--- config.mk ---
export PLATFORM = sky130hd
export DESIGN_NAME = uart_tx_arbiter_flat
export DESIGN_NICKNAME = d
export VERILOG_FILES = /design/src/rtl/uart_tx_arbiter_if.sv /design/src/rtl/uart_tx_arbiter.sv /design/src/flat_wrapper.sv
export SDC_FILE = /design/constraint.sdc
export NUM_CORES = 1
export LEC_CHECK = 0
export ABC_AREA = 1
export BUFFER_PORTS_ARGS = -buffer_cell sky130_fd_sc_hd__buf_2
export CORE_ASPECT_RATIO = 1.25
export CORE_MARGIN = 3
export CORE_UTILIZATION = 30
export CTS_BUF_LIST = sky130_fd_sc_hd__clkbuf_8
export DETAILED_ROUTE_END_ITERATION = 8
export PLACE_DENSITY = 0.57
export SYNTH_ARGS = -nofsm -noshare
export SYNTH_HDL_FRONTEND = slang
export SYNTH_SLANG_ARGS = --single-unit
--- constraint.sdc ---
create_clock -name clk -period 5.21 [get_ports clk]
set_clock_uncertainty 0.1 [all_clocks]
set_input_delay 0.521 -clock clk [delete_from_list [all_inputs] [get_ports clk]]
set_output_delay 0.521 -clock clk [all_outputs]
set_load 0.005 [all_outputs]
--- src/rtl/uart_tx_arbiter_if.sv ---
// Purpose: bundles the four-requester arbiter handshake and the UART transmitter side.
// Latency: none, this file only declares wires.
// Backpressure: requests stay pending while req stays high; ack/done are the completion pulses.
interface uart_tx_arbiter_if #(
    parameter int DBITS = 8
);
    logic [3:0]         req;
    logic [4*DBITS-1:0] data_in;
    logic [3:0]         ack;
    logic [3:0]         done;
    logic               tx_start;
    logic [DBITS-1:0]   tx_din;
    logic               tx_done;
    logic               busy;
    logic [1:0]         owner;
    logic               timeout_err;

    // Requester / transmitter side.
    modport master (
        output req, data_in, tx_done,
        input  ack, done, tx_start, tx_din, busy, owner, timeout_err
    );

    // Arbiter side.
    modport slave (
        input  req, data_in, tx_done,
        output ack, done, tx_start, tx_din, busy, owner, timeout_err
    );
endinterface

--- src/rtl/uart_tx_arbiter.sv ---
// Purpose: round-robin arbiter sharing one UART transmitter among four requesters.
// Latency: ack/tx_start one cycle after the grant edge; done one cycle after tx_done.
// Backpressure: one transfer at a time; a request stays pending while req is held, and the transfer is aborted after TIMEOUT cycles without tx_done.
module uart_tx_arbiter #(
    parameter int DBITS   = 8,
    parameter int TIMEOUT = 4096
) (
    input  logic             clk,
    input  logic             rst,
    uart_tx_arbiter_if.slave bus
);
    localparam logic [1:0] ST_IDLE  = 2'd0;
    localparam logic [1:0] ST_START = 2'd1;
    localparam logic [1:0] ST_WAIT  = 2'd2;
    localparam logic [1:0] ST_DONE  = 2'd3;

    localparam logic [15:0] CNT_LAST = 16'(TIMEOUT - 1);

    logic [1:0]       r_state;
    logic [1:0]       r_ptr;
    logic [15:0]      r_cnt;
    logic [1:0]       r_owner;
    logic [DBITS-1:0] r_tx_din;
    logic             r_tx_start;
    logic [3:0]       r_ack;
    logic [3:0]       r_done;
    logic             r_busy;
    logic             r_timeout_err;

    logic             w_win_vld;
    logic [1:0]       w_win_idx;
    logic [1:0]       w_cand;

    // Pick the first requester after the last-served one; walk backwards so the
    // nearest candidate (ptr+1) overwrites the farther ones.
    always_comb begin
        w_win_vld = 1'b0;
        w_win_idx = 2'd0;
        w_cand    = 2'd0;
        for (int k = 4; k >= 1; k--) begin
            w_cand = r_ptr + 2'(k);
            if (bus.req[w_cand]) begin
                w_win_vld = 1'b1;
                w_win_idx = w_cand;
            end
        end
    end

    // Main FSM; pulses default low each cycle so they last exactly one cycle.
    always_ff @(posedge clk or negedge rst) begin
        if (!rst) begin
            r_state       <= ST_IDLE;
            r_ptr         <= 2'd3;
            r_cnt         <= 16'd0;
            r_owner       <= 2'd0;
            r_tx_din      <= '0;
            r_tx_start    <= 1'b0;
            r_ack         <= 4'd0;
            r_done        <= 4'd0;
            r_busy        <= 1'b0;
            r_timeout_err <= 1'b0;
        end else begin
            r_tx_start    <= 1'b0;
            r_ack         <= 4'd0;
            r_done        <= 4'd0;
            r_timeout_err <= 1'b0;
            case (r_state)
                ST_IDLE: begin
                    if (w_win_vld) begin
                        r_state    <= ST_START;
                        r_owner    <= w_win_idx;
                        r_tx_din   <= bus.data_in[w_win_idx*DBITS +: DBITS];
                        r_tx_start <= 1'b1;
                        r_ack      <= 4'b0001 << w_win_idx;
                        r_busy     <= 1'b1;
                    end
                end
                ST_START: begin
                    // tx_done is deliberately not looked at here.
                    r_state <= ST_WAIT;
                    r_cnt   <= 16'd0;
                end
                ST_WAIT: begin
                    if (bus.tx_done) begin
                        r_state <= ST_DONE;
                        r_done  <= 4'b0001 << r_owner;
                        r_ptr   <= r_owner;
                    end else if (r_cnt == CNT_LAST) begin
                        r_state       <= ST_IDLE;
                        r_timeout_err <= 1'b1;
                        r_ptr         <= r_owner;
                        r_busy        <= 1'b0;
                    end else begin
                        r_cnt <= r_cnt + 16'd1;
                    end
                end
                default: begin
                    r_state <= ST_IDLE;
                    r_busy  <= 1'b0;
                end
            endcase
        end
    end

    assign bus.tx_start    = r_tx_start;
    assign bus.tx_din      = r_tx_din;
    assign bus.ack         = r_ack;
    assign bus.done        = r_done;
    assign bus.busy        = r_busy;
    assign bus.owner       = r_owner;
    assign bus.timeout_err = r_timeout_err;
endmodule
--- src/flat_wrapper.sv ---
// flat-port wrapper written by rule: the top's interface ports become plain ports
module uart_tx_arbiter_flat 
#(
    parameter int DBITS   = 8,
    parameter int TIMEOUT = 4096
)
  (clk, rst, bus_req, bus_data_in, bus_tx_done, bus_ack, bus_done, bus_tx_start, bus_tx_din, bus_busy, bus_owner, bus_timeout_err);
  uart_tx_arbiter_if #(.DBITS(DBITS)) bus_i ();
  input  logic clk;
  input  logic rst;
  input wire logic [$bits(bus_i.req)-1:0] bus_req;
  input wire logic [$bits(bus_i.data_in)-1:0] bus_data_in;
  input wire logic [$bits(bus_i.tx_done)-1:0] bus_tx_done;
  output wire logic [$bits(bus_i.ack)-1:0] bus_ack;
  output wire logic [$bits(bus_i.done)-1:0] bus_done;
  output wire logic [$bits(bus_i.tx_start)-1:0] bus_tx_start;
  output wire logic [$bits(bus_i.tx_din)-1:0] bus_tx_din;
  output wire logic [$bits(bus_i.busy)-1:0] bus_busy;
  output wire logic [$bits(bus_i.owner)-1:0] bus_owner;
  output wire logic [$bits(bus_i.timeout_err)-1:0] bus_timeout_err;
  assign bus_i.req = bus_req;
  assign bus_i.data_in = bus_data_in;
  assign bus_i.tx_done = bus_tx_done;
  assign bus_ack = bus_i.ack;
  assign bus_done = bus_i.done;
  assign bus_tx_start = bus_i.tx_start;
  assign bus_tx_din = bus_i.tx_din;
  assign bus_busy = bus_i.busy;
  assign bus_owner = bus_i.owner;
  assign bus_timeout_err = bus_i.timeout_err;
  uart_tx_arbiter #(.DBITS(DBITS), .TIMEOUT(TIMEOUT)) u_core (.clk(clk), .rst(rst), .bus(bus_i));
endmodule
==> results.yml, run 1 <==
synth:
  synth_compound_area_share_pct: 5.158
  synth_most_common_cell: "nand2_1"
  synth_common_cells: "95 x nand2_1, 57 x inv_1, 49 x nand3_1, 39 x dfrtp_1, 23 x nor2_1"
  async_reset_ff_share_pct: 100.0
  netlist_area_sq_um: 2499
  post_synth_xor_area_fraction_pct: 1.052
  yosysTopAreaCellShare_pct: 39.06
  syn_avg_cell_area_sq_um: 7.058
  synth_ff_type: "dfrtp_1"
  synthTopCellsByArea: "dfrtp_1 39%, nand2_1 14%, nand3_1 9.8%"
  synth_top_family_by_area: "simple AND/OR/NAND/NOR gates"
  synth_cells: 354
  synth_edf_count: 0
  synth_fp_nets: 394
  synthSimpleGateAreaFrac_pct: 40.06
  synth_top_area_cell: "dfrtp_1"
  yosysUniqueCellTypes: 30
  ys_ff_latch: 41
  yosysWarnings: 0
  synth_fa_ha_area_share_pct: 0.5008
  synth.area.mux_share_pct: 0
  seq_area_frac_synth_pct: 41.16
floorplanning:
  core_sq_um: 7928
  start_util_pct: 31.52
  fp-row-count: 36
  die_x_microns: 87.63
  boundaryPins: 60
  die_area_sq_um: 9467
  dieHeight_microns: 108.0
timing:
  slew_headroom_pct: 40.07
  fin_hold_ws_ps: 239.2
  fin_crit_sh_pct: 51.03
  period_minus_slack_ps: 2659
  fmax_mhz: 376.1
  hold_violations: 0
  setup_viol: 0
  tns_ps: 0
  worst_pin_slew_ps: 899.0
  rsz0062_at_grt: "no"
  final-max-slew-violation-count: 0
layout:
  insertedDiodeCount: 0
  nNetsFinal: 451
  syn_to_final_growth_pct: 18.43
  final_layout_size_suffix_gt1_share_pct: 24.03
  final_util_pct: 37.33
  final_cells: 507
drt:
  drtIter0Drc: 81
  ant_nets: 0
  vias_per_cell: 4.535
  wl_microns: 5668
  first_pass_iters: 4
  vias: 2299
  drc: 0
  routedWlPerCell_microns: 11.18
critical_path:
  cp-start-kind: "flop"
  reg2regPathDepth: 9
  worstSetupStartpoint: "u_core.r_ptr[0]$_DFFE_PN1P_"
  setup.worst_path.end: "u_core.bus.tx_din[5]$_DFFE_PN0P_"
  cp.required_ps: 5300
  r2r-start: "u_core.r_ptr[0]$_DFFE_PN1P_"
  r2r_slack_ps: 2550
  cp-end-kind: "flop"
  critical_path_arrival_ps: 2750
  crit_fanout: 15
  setup.worst_path.class: "flop to flop"
  r2r-end: "u_core.bus.tx_din[5]$_DFFE_PN0P_"
clock_tree:
  cts_tree: "done"
  clockRootBuffer: "clkbuf_8"
  post-cts-setup-buffers: 0
  clock_latency_ps: 300
  numCtsBuffers: 5
  cts_sinks: 41
  htreeDepth: 2
  ctsHoldBuffers: 0
  clock_path_buffers: 2
  path_clk_slew_ps: 90
  cts_resized: 0
global_routing:
  use_met1_pct: 15.61
  grt_util_all_layers_pct: 12.86
  grt_overflow_total: 0
  grt_pass1_vias: 2176
  busiest_layer: "met2"
  grt_pass1_wl_microns: 9784
  grt_max_degree: 42
  met3_usage_pct: 3.354
  grtUsageMet2_pct: 21.77
  antenna_found_initial: 0
placement:
  dp.cells: 499
  portBuffers: 59
  hpwlAfterDp_microns: 4361
  routabilityCongestion: 0.8155
pwr:
  p_leak_nw: 1.665
  ir_drop_mv: 0.2324
  powerDensity_nw_per_um2: 534.0
worst_hold_path:
  hold_path.class: "input pin to async pin"
run_status:
  outcome: "completed"
flow_run:
  drv_cap: 0
[power by group]
part           internal (mW)  switching (mW)
Combinational          0.277           0.564
Clock                  0.142           0.120
Sequential             0.412          0.0653
[routing by layer]
| metal | share of wire [%] | routed length, microns |
|---|---|---|
| met5 | 0 | 0 |
| met2 | 49 | 2794 |
| met1 | 43 | 2424 |
| met4 | 1.5 | 85 |
| met3 | 6.4 | 364 |
[logic make-up after synthesis]
| kind of cell | count (synthesis) |
|---|---|
| AO/OA/AOI/OAI | 24 |
| AND/OR/NAND/NOR | 213 |
| flip-flops | 41 |
| XOR/XNOR | 3 |
| adder cells (fa/ha/maj) | 1 |
| buffers and inverters | 72 |
[flip-flops by register name (all words and copies together), names as in the netlist]
| register | count |
|---|---|
| u_core.bus.ack | 4 |
| u_core.bus.busy | 1 |
| u_core.bus.done | 4 |
| u_core.bus.owner | 2 |
| u_core.bus.timeout_err | 1 |
| u_core.bus.tx_din | 8 |
| u_core.bus.tx_start | 1 |
| u_core.r_cnt | 16 |
| u_core.r_ptr | 2 |
| u_core.r_state | 2 |
[layout by cell type, fill, tap and decap left out, types with 6 or more instances in the layout]
cell / synthesis / final
buf_2: 4 / 59
nor3_1: 11 / 11
a21oi_1: 6 / 6
nand2_1: 95 / 95
inv_1: 57 / 58
o21ai_0: 15 / 15
nand3_1: 49 / 49
dfrtp_1: 39 / 39
nor2_1: 23 / 23
nand2_2: 15 / 15
[worst max-delay path: stages, from the launching register on]
cell      delay (ps)
dfstp_2          680
inv_2            120
nand2_1           90
nand2_1           70
inv_2             70
nor4_1            60
nor2_1           650
clkinv_1         470
nand2_1          150
nand2_1           60
[per-stage QoR]
| step | worst slack, ps | power, mW | area [sq um] |
|---|---|---|---|
| after detailed placement | 2530 | 1.336 | 2848 |
| after global routing | 2188 | 1.748 | 2959 |
| after floorplan | 3406 | 1.162 | 2499 |
| after global placement | 2646 | 1.334 | 2848 |
| final | 2551 | 1.580 | 2959 |
| after CTS | 2521 | 1.602 | 2959 |
[final cells by class]
class                           instances  area (sq um)
Tap cell                               95         118.9
Multi-Input combinational cell        241          1169
Timing Repair Buffer                   59         295.3
Clock buffer                            5         68.82
Fill cell                             852          4969
Inverter                               63         236.5
Sequential cell                        41          1028
Clock inverter                          3         42.54
[how the worst min path moves through the flow]
stage,end,slack (ps),cells past startpoint
after detailed placement,u_core.bus.tx_din[0]$_DFFE_PN0P_,370,2
after floorplan,u_core.bus.ack[0]$_DFF_PN0_,130,0
final,u_core.bus.timeout_err$_DFF_PN0_,240,1
after global placement,u_core.bus.tx_din[1]$_DFFE_PN0P_,370,2
after CTS,u_core.bus.timeout_err$_DFF_PN0_,280,1
after global routing,u_core.bus.timeout_err$_DFF_PN0_,300,2
No activity file was read; power rests on OpenSTA's default activity.
==> run 2: changes to the inputs <==
- clock period: 5.21 -> 2.6 ns (I/O delays scaled with it)
==> results.yml, run 2 (same netlist as run 1, synthesis figures left out) <==
global_routing:
  grt_max_degree: 42
  grt_pass1_wl_microns: 10580
  grt_pass1_vias: 2350
  antenna_found_initial: 0
  grt_util_all_layers_pct: 13.74
  grt_overflow_total: 0
critical_path:
  setup.worst_path.class: "flop to flop"
  cp-start-kind: "flop"
  cp-end-kind: "flop"
  crit_fanout: 18
  critical_path_arrival_ps: 2340
  r2r-end: "u_core.bus.tx_din[5]$_DFFE_PN0P_"
  setup.worst_path.end: "u_core.bus.tx_din[5]$_DFFE_PN0P_"
  r2r_slack_ps: 360
  r2r-start: "u_core.r_ptr[0]$_DFFE_PN1P_"
  reg2regPathDepth: 13
  worstSetupStartpoint: "u_core.r_ptr[0]$_DFFE_PN1P_"
  cp.required_ps: 2690
layout:
  largest_register_ffs: 16
  final_cell_mix: "95 x nand2_1, 59 x buf_2, 58 x inv_1, 49 x nand3_1, 39 x dfrtp_1"
  final_common_cell: "nand2_1"
  final_layout_size_suffix_gt1_share_pct: 24.82
  top_register: "u_core.r_cnt"
  nNetsFinal: 454
  insertedDiodeCount: 0
  syn_to_final_growth_pct: 18.68
clock_tree:
  numCtsBuffers: 5
  cts_tree: "done"
  cts_sinks: 41
  clock_latency_ps: 290
  htreeDepth: 2
  ctsHoldBuffers: 0
  path_clk_slew_ps: 80
  clock_path_buffers: 2
  clockRootBuffer: "clkbuf_8"
drt:
  vias: 2334
  ant_nets: 0
  drc: 0
  first_pass_iters: 4
  routedWlPerCell_microns: 11.48
  wl_microns: 5856
  vias_per_cell: 4.576
  drtIter0Drc: 85
timing:
  period_minus_slack_ps: 2244
  tns_ps: 0
  final-max-slew-violation-count: 0
  hold_violations: 0
  rsz0062_at_grt: "no"
  fin_crit_sh_pct: 86.31
  worst_pin_slew_ps: 942.6
  slew_headroom_pct: 37.16
  fmax_mhz: 445.6
  setup_viol: 0
floorplanning:
  dieHeight_microns: 108.0
  fp-row-count: 36
  boundaryPins: 60
  start_util_pct: 31.52
  core_sq_um: 7928
  die_area_sq_um: 9467
  die_x_microns: 87.63
pwr:
  ir_drop_mv: 0.6326
  p_leak_nw: 1.663
  totalPowerFinal_mw: 3.129
  powerDensity_nw_per_um2: 1055
flow_run:
  drv_cap: 0
placement:
  portBuffers: 59
  hpwlAfterDp_microns: 4461
  routabilityCongestion: 0.8239
run_status:
  outcome: "completed"
worst_hold_path:
  hold_path.class: "input pin to async pin"
[run 2: where the power goes]
group / internal [mW] / switching, mW
Clock: 0.185 / 0.234
Combinational: 0.601 / 1.15
Sequential: 0.826 / 0.132
[run 2: cell type report]
class / instances / area (sq um)
Timing Repair Buffer: 62 / 317.8
Tap cell: 95 / 118.9
Inverter: 63 / 236.5
Sequential cell: 41 / 1028
Fill cell: 865 / 4962
Multi-Input combinational cell: 241 / 1176
Clock buffer: 5 / 68.82
Clock inverter: 3 / 18.77
[run 2: stage by stage]
stage	util [%]	instances	area (sq um)	setup slack, ps	hold WS [ps]
after floorplan	-	354	2499	796.4	-135.6
after global placement	36.21	502	2870	-37.88	351.4
after detailed placement	36.21	502	2870	-195.8	370.0
after CTS	37.34	510	2960	164.8	35.49
after global routing	37.41	510	2965	99.67	84.44
final	37.41	510	2965	356.0	7.007
[run 2: worst min-delay path by stage]
stage | slack [ps] | cells after the start | to | start
global route | 80 | 1 | u_core.bus.done[2]$_DFF_PN0_ | rst
finish | 7 | 1 | u_core.bus.ack[2]$_DFF_PN0_ | rst
floorplan | -140 | 0 | u_core.bus.ack[0]$_DFF_PN0_ | rst
detailed placement | 370 | 1 | u_core.bus.timeout_err$_DFF_PN0_ | rst
global placement | 350 | 1 | u_core.r_cnt[1]$_DFFE_PN0P_ | rst
CTS | 40 | 1 | u_core.bus.timeout_err$_DFF_PN0_ | rst
[run 2: repair_timing]
| action | CTS | global route |
|---|---|---|
| pin swaps | 0 | 0 |
| endpoints found under the setup margin | 9 | 9 |
| buffers inserted | 0 | 0 |
| gates resized for setup | 1 | 1 |
[run 2: routing by layer]
metal | GRT usage, % | part of all wire (%)
met5 | 0 | 0
met3 | 2.363 | 4.7
met1 | 17.70 | 46
met4 | 4.496 | 1.8
met2 | 23.11 | 48
[run 2: worst max-delay path, stage by stage, from the launching register on]
cell     delay (ps)
dfstp_2         680
inv_2           130
nand2_1         100
nand2_1          70
inv_2            70
nor2_2           40
nor2_2          130
nand3_4         220
nand2_4         280
nand2_1          70
nand3_1          70
nand2_1          60
nand2_1          70
nand2_1          50
